$ cat config.mk
export PLATFORM = sky130hd
export DESIGN_NAME = imm_enc
export DESIGN_NICKNAME = d
export VERILOG_FILES = /design/src/rtl/imm_enc.sv
export SDC_FILE = /design/constraint.sdc
export NUM_CORES = 1
export LEC_CHECK = 0
export ABC_AREA = 1
export CORE_UTILIZATION = 30
export CTS_CLUSTER_SIZE = 20
export DETAILED_ROUTE_END_ITERATION = 7
export SLEW_MARGIN = 5
export SYNTH_ARGS = -nofsm -noshare
export SYNTH_HDL_FRONTEND = slang
export SYNTH_SLANG_ARGS = --single-unit
$ cat constraint.sdc
create_clock -name clk -period 3.1 [get_ports clk]
set_input_delay 0.93 -clock clk [delete_from_list [all_inputs] [get_ports clk]]
set_output_delay 0.93 -clock clk [all_outputs]
set_load 0.02 [all_outputs]
$ cat src/rtl/imm_enc.sv
// imm_enc: two-stage pipelined encoder that places an immediate into an instruction template.
// Ports: clk/rst_n (sync, active-low); in_valid/in_ready with imm_sel, imm and base_instr form the
// request side; out_valid/out_ready with instr and the err_* flags form the result side;
// err_cnt is a saturating count of delivered words that carry any error flag.
module imm_enc #(
  parameter int W = 32
) (
  input  logic         clk,
  input  logic         rst_n,
  input  logic         in_valid,
  output logic         in_ready,
  input  logic [2:0]   imm_sel,
  input  logic [W-1:0] imm,
  input  logic [W-1:0] base_instr,
  output logic         out_valid,
  input  logic         out_ready,
  output logic [W-1:0] instr,
  output logic         err_range,
  output logic         err_align,
  output logic         err_sel,
  output logic [15:0]  err_cnt
);
  logic         s1_v_q, s1_v_d;
  logic [2:0]   s1_sel_q, s1_sel_d;
  logic [W-1:0] s1_imm_q, s1_imm_d, s1_base_q, s1_base_d;
  logic         out_valid_q, out_valid_d;
  logic [W-1:0] instr_q, instr_d;
  logic         rng_q, rng_d, aln_q, aln_d, sel_q, sel_d;
  logic [15:0]  cnt_q, cnt_d;
  logic [W-1:0] i, enc;
  logic         e_rng, e_aln, e_sel, ok12, ok13, ok21, s2_free, s2_ld, load;
  assign i = s1_imm_q;
  // A value fits in N signed bits when every bit from N-1 upward matches the sign.
  assign ok12 = &i[31:11] | ~|i[31:11];
  assign ok13 = &i[31:12] | ~|i[31:12];
  assign ok21 = &i[31:20] | ~|i[31:20];
  always_comb begin
    enc   = s1_base_q;
    e_rng = 1'b0;
    e_aln = 1'b0;
    e_sel = 1'b0;
    case (s1_sel_q)
      3'b001, 3'b100: begin
        enc[31:20] = i[11:0];
        e_rng      = !ok12;
      end
      3'b111: begin
        enc[31:25] = i[11:5];
        enc[11:7]  = i[4:0];
        e_rng      = !ok12;
      end
      3'b010: begin
        enc[31]    = i[12];
        enc[7]     = i[11];
        enc[30:25] = i[10:5];
        enc[11:8]  = i[4:1];
        e_rng      = !ok13;
        e_aln      = i[0];
      end
      3'b011: begin
        enc[31]    = i[20];
        enc[30:21] = i[10:1];
        enc[20]    = i[11];
        enc[19:12] = i[19:12];
        e_rng      = !ok21;
        e_aln      = i[0];
      end
      3'b101: begin
        enc[31:12] = i[31:12];
        e_aln      = |i[11:0];
      end
      3'b110: e_sel = 1'b1;
      default: ;
    endcase
  end
  always_comb begin
    s2_free     = !out_valid_q || out_ready;
    in_ready    = !s1_v_q || s2_free;
    load        = in_ready && in_valid;
    s2_ld       = s2_free && s1_v_q;
    s1_v_d      = in_ready ? in_valid : s1_v_q;
    s1_sel_d    = load ? imm_sel : s1_sel_q;
    s1_imm_d    = load ? imm : s1_imm_q;
    s1_base_d   = load ? base_instr : s1_base_q;
    out_valid_d = s2_free ? s1_v_q : out_valid_q;
    instr_d     = s2_ld ? enc : instr_q;
    rng_d       = s2_ld ? e_rng : rng_q;
    aln_d       = s2_ld ? e_aln : aln_q;
    sel_d       = s2_ld ? e_sel : sel_q;
    cnt_d       = (out_valid_q && out_ready && (rng_q | aln_q | sel_q) && cnt_q != 16'hFFFF)
                  ? cnt_q + 16'd1 : cnt_q;
  end
  always_ff @(posedge clk) begin
    if (!rst_n) begin
      s1_v_q      <= 1'b0;
      s1_sel_q    <= '0;
      s1_imm_q    <= '0;
      s1_base_q   <= '0;
      out_valid_q <= 1'b0;
      instr_q     <= '0;
      rng_q       <= 1'b0;
      aln_q       <= 1'b0;
      sel_q       <= 1'b0;
      cnt_q       <= '0;
    end else begin
      s1_v_q      <= s1_v_d;
      s1_sel_q    <= s1_sel_d;
      s1_imm_q    <= s1_imm_d;
      s1_base_q   <= s1_base_d;
      out_valid_q <= out_valid_d;
      instr_q     <= instr_d;
      rng_q       <= rng_d;
      aln_q       <= aln_d;
      sel_q       <= sel_d;
      cnt_q       <= cnt_d;
    end
  end
  assign out_valid = out_valid_q;
  assign instr     = instr_q;
  assign err_range = rng_q;
  assign err_align = aln_q;
  assign err_sel   = sel_q;
  assign err_cnt   = cnt_q;
endmodule

## After elaboration in Yosys (flattened, before gate mapping)

Index checks and enable logic that the tools add are counted.

| storage, ports and cells | value |
|---|---|
| logic and storage cells | 57 |
| input port bits | 71 |
| output and inout port bits | 53 |
| flip-flop bits (word level) | 120 |

| operators by class | value |
|---|---|
| $add $sub $neg | 1 |
| equal/unequal tests | 8 |
| mux-type cells | 7 |
| bitwise logic cells | 5 |
| reductions and logical operators | 26 |

Operator list:

| operator | count |
|---|---|
| $pmux 7 s4 | 1 |
| $reduce_or 12->1 | 2 |
| $reduce_and 21->1 | 1 |
| $reduce_or 21->1 | 1 |
| $reduce_and 20->1 | 1 |
| $reduce_or 20->1 | 1 |
| $add 16x1->16 const B | 1 |
| $ne 16x16->1 const B | 1 |
| $pmux 5 s3 | 1 |
| $eq 3x3->1 const B | 4 |
| $reduce_and 12->1 | 1 |
| $pmux 5 s2 | 1 |
| $logic_not 1->1 | 8 |
| $mux 8 | 1 |
| $eq 3x2->1 const B | 2 |
| $reduce_or 2->1 | 3 |
| $logic_and 1x1->1 | 5 |
| $or 1x1->1 | 5 |
| $eq 3x1->1 const B | 1 |
| $pmux 1 s3 | 1 |
| $reduce_or 3->1 | 1 |
| $logic_or 1x1->1 | 2 |
| $pmux 1 s2 | 1 |
| $mux 1 | 1 |

## Longest topological paths before layout

| logic depth | value |
|---|---|
| depth in word-level cells | 5 |
| mapped depth | 11 |
| mapped depth without buffers | 10 |

## Worst setup path after synthesis

OpenSTA, ideal clock, no wires.

| timing path | value |
|---|---|
| kind | in2out |
| from | input port out_ready |
| to | output port in_ready |
| stages on the path | 2 |
| data required time | 2.170 ns |
| arrival | 1.235 ns |
| setup slack | 0.935 ns |
| path through | inv_1 > nand3_1 |

| between the ends | value |
|---|---|
| longest elaborated chain between the ends | 2 |

Ends and longest elaborated chain:

| what | RTL line | source |
|---|---|---|
| from (decl) | 16 | `input logic out_ready,` |
| $logic_or 1x1->1 | 77 | `s2_free = !out_valid_q \|\| out_ready;` |
| $logic_or 1x1->1 | 78 | `in_ready = !s1_v_q \|\| s2_free;` |
| to (decl) | 11 | `output logic in_ready,` |

No other way between the ends.

## Worst setup path in the final report

Ends and elaborated chain as after synthesis.

==> impl_metrics.env <==
export IMPL_slowest_delay_ns=0.49
export IMPL_drt_drc_violations_left=0
export IMPL_hold_viol=0
export IMPL_hold_class="register to register"
export IMPL_final_cell_mix="154 x nor2_1, 121 x clkdlybuf4s50_1, 120 x dfxtp_1, 99 x nand2_1, 95 x o21ai_0"
export IMPL_rsz0062_at_grt="no"
export IMPL_hpwlAfterDp_um=10700
export IMPL_whs_path_depth=2
export IMPL_wl_met1_um=6910
export IMPL_stdcell_count=1085
export IMPL_clk_pin_slew_worst_paths_ns=0.06
export IMPL_cts_tree="done"
export IMPL_die_width_um=136
export IMPL_rr_worst_depth=10
export IMPL_synth_seq_cells=120
export IMPL_dr_pass1_iters=5
export IMPL_r2r_setup_slack_ns=1.38
export IMPL_clock_sinks=120
export IMPL_swShare_pct=26.4
export IMPL_crit_path_cell_trace="clkdlybuf4s50_1 > inv_1 > nand3_1 > dlymetal6s2s_1"
export IMPL_critical_path_depth=4
export IMPL_synth_top_area_share_pct=44.8
export IMPL_wl_um=15300
export IMPL_place_ws_ns=0.0189
export IMPL_wl_met3_um=950
export IMPL_crit_arrival_ns=1.78
export IMPL_p_leak_nw=3.02
export IMPL_p_per_area_mw_per_mm2=597
export IMPL_place_congestion=0.811
export IMPL_overflow=0
export IMPL_core_area_mm2=0.0174
export IMPL_crit_type="input port to output port"
export IMPL_max_freq_ghz=0.369
export IMPL_pwr_share_seq_pct=38.9
export IMPL_vias=5090
export IMPL_synth_area_mm2=0.00536
export IMPL_placed_cells=1052
export IMPL_grt_max_degree=65
export IMPL_htreeDepth=4
export IMPL_top_layer="met4"
export IMPL_final_util_pct=42.8
export IMPL_area_growth_pct=38.5
export IMPL_crit_path_start_kind="input port"
export IMPL_clockBufferDepth=2
export IMPL_vdd_drop_max_uv=419
export IMPL_netlist_top_cell_by_area="dfxtp_1"
export IMPL_rows=48
export IMPL_setup_viol=0
export IMPL_worst_slew_pin_slew_ns=0.699
export IMPL_worst_slack_ns=0.390
export IMPL_power_frac_clock_pct=48.8
export IMPL_clock_skew_ns=0.00774
export IMPL_cts_root_buffer="clkbuf_16"
export IMPL_power_frac_comb_pct=12.4
export IMPL_cp_slowest_cell="clkdlybuf4s50_1"
export IMPL_antenna_found_initial=1
export IMPL_cts_buffers=17
export IMPL_grt_usage_pct=17.3
export IMPL_port_buffers=123
export IMPL_post_drt_wl_per_cell_um=14.1
export IMPL_avgSynthCellArea_um2=7.34
export IMPL_via_per_inst=4.69
export IMPL_die_h_um=136
export IMPL_ios=124
export IMPL_nets=918
export IMPL_ant_nets=0
export IMPL_grt_pass1_wl_um=24400
export IMPL_finalSetupTns_ns=0
export IMPL_cts_hold_buf=0
export IMPL_initial_utilization_pct=30.9
export IMPL_drv_cap=0
export IMPL_whs_ns=0.472
export IMPL_dieArea_mm2=0.0184
export IMPL_cp_num_buf_inv=3
export IMPL_final_common_cell="nor2_1"
export IMPL_worstSkewPairLatency_ns=0.42
export IMPL_yosysUniqueCellTypes=37
export IMPL_cp_required_ns=2.17
export IMPL_slew_violations=0
export IMPL_yosysWarnings=0
export IMPL_synthCells=730
export IMPL_end_kind="output port"
export IMPL_drive_gt1_share_pct=9.43
export IMPL_intPower_mw=3.26
export IMPL_critPathTopFamily="buffers and inverters"
export IMPL_cts_resized=0
export IMPL_synthTopCellsByArea="dfxtp_1 45%, nor2_1 11%, o21ai_0 8.9%"
export IMPL_grt_pass1_vias=4863
export IMPL_crit_fanout=2
export IMPL_finalCritPeriodShare_pct=87.4
export IMPL_synth_net_count=802
export IMPL_slew_headroom_pct=53.1
export IMPL_ys_seq_area_share_pct=44.8
export IMPL_status="finished, final reports clean"
export IMPL_period_needed_ns=2.71
export IMPL_cts_setup_buffers=0
export IMPL_dr_wl_met2_um=7240
export IMPL_switchingPower_mw=1.17
export IMPL_drt_initial_drc_count=252
power by group through the flow:
stage / logic [mW] / registers [mW] / clock network [mW]
global placement: 0.547 / 1.75 / 0
CTS: 0.555 / 1.72 / 2.20
floorplan: 0.274 / 1.78 / 0
detailed placement: 0.553 / 1.75 / 0
finish: 0.548 / 1.72 / 2.16
global route: 0.611 / 1.74 / 2.28
routing by layer:
layer / up-vias / track usage (%)
met5: - / 0
met4: 0 / 4.99
met3: 14 / 5.42
met2: 133 / 28.4
met1: 2304 / 21.7
li1: 2639 / -
synthesized netlist by cell type (all sizes together):
library cell  number
nor2             160
buf               19
o22ai              1
clkbuf            18
nand2            108
a22oi              9
xnor2              7
a31oi              7
a21boi             1
dfxtp            120
xor2               5
o31ai              1
ha                 1
clkinv             1
nor3               2
o211ai            17
a21oi             59
a211oi             1
inv               62
nand4              8
nand3             26
o21ai             97
layout make-up:
cell class                 count  area (um^2)
fill                        1773         9930
multi-input combinational    510         2530
sequential                   120         2400
timing repair buffer         134         1320
clock buffer                  18          429
tap                          225          282
inverter                      63          236
clock inverter                14          213
antenna                        1         2.50
path summary, 6_finish.rpt:
kind                 start     endpoint
min          s1_base_q[23]    instr[23]
max reg2reg     err_cnt[0]  err_cnt[10]
max              out_ready     in_ready
min reg2reg  s1_base_q[23]    instr[23]
logic make-up (layout without fill, tap and decap cells):
kind of cell / after synthesis / after routing / share of synthesized area (%)
AOI/OAI and AO/OA: 193 / 193 / 20.7
xor gates and xnor gates: 12 / 12 / 1.96
adders and majority gates: 1 / 1 / 0.233
buffers and inverters: 100 / 229 / 8.03
DFF: 120 / 120 / 44.8
other: 0 / 1 / 0
and+or+nand+nor: 304 / 304 / 24.2
worst register-to-register path: stages, from the launching register on:
cell and delay, ns:
dfxtp_1 0.41, ha_1 0.23, nand2_2 0.07, inv_2 0.09, nand2_4 0.06, nor2_4 0.13, nand3_2 0.09, nand2_4 0.19
inv_2 0.18, nand2_1 0.12, a21oi_2 0.05
per-stage QoR:
stage	instance area, um^2	power [mW]
after floorplan	5360	2.05
after global placement	6780	2.30
after detailed placement	6780	2.31
after CTS	7420	4.48
after global routing	7420	4.63
final	7420	4.43
state kept, by name, summed over array words and instances, names as in the netlist:
register,count
out_valid,1
s1_v_q,1
instr,32
err_sel,1
err_range,1
err_align,1
i,32
s1_base_q,32
err_cnt,16
s1_sel_q,3
Note: power is estimated with default switching activity, not from simulation.
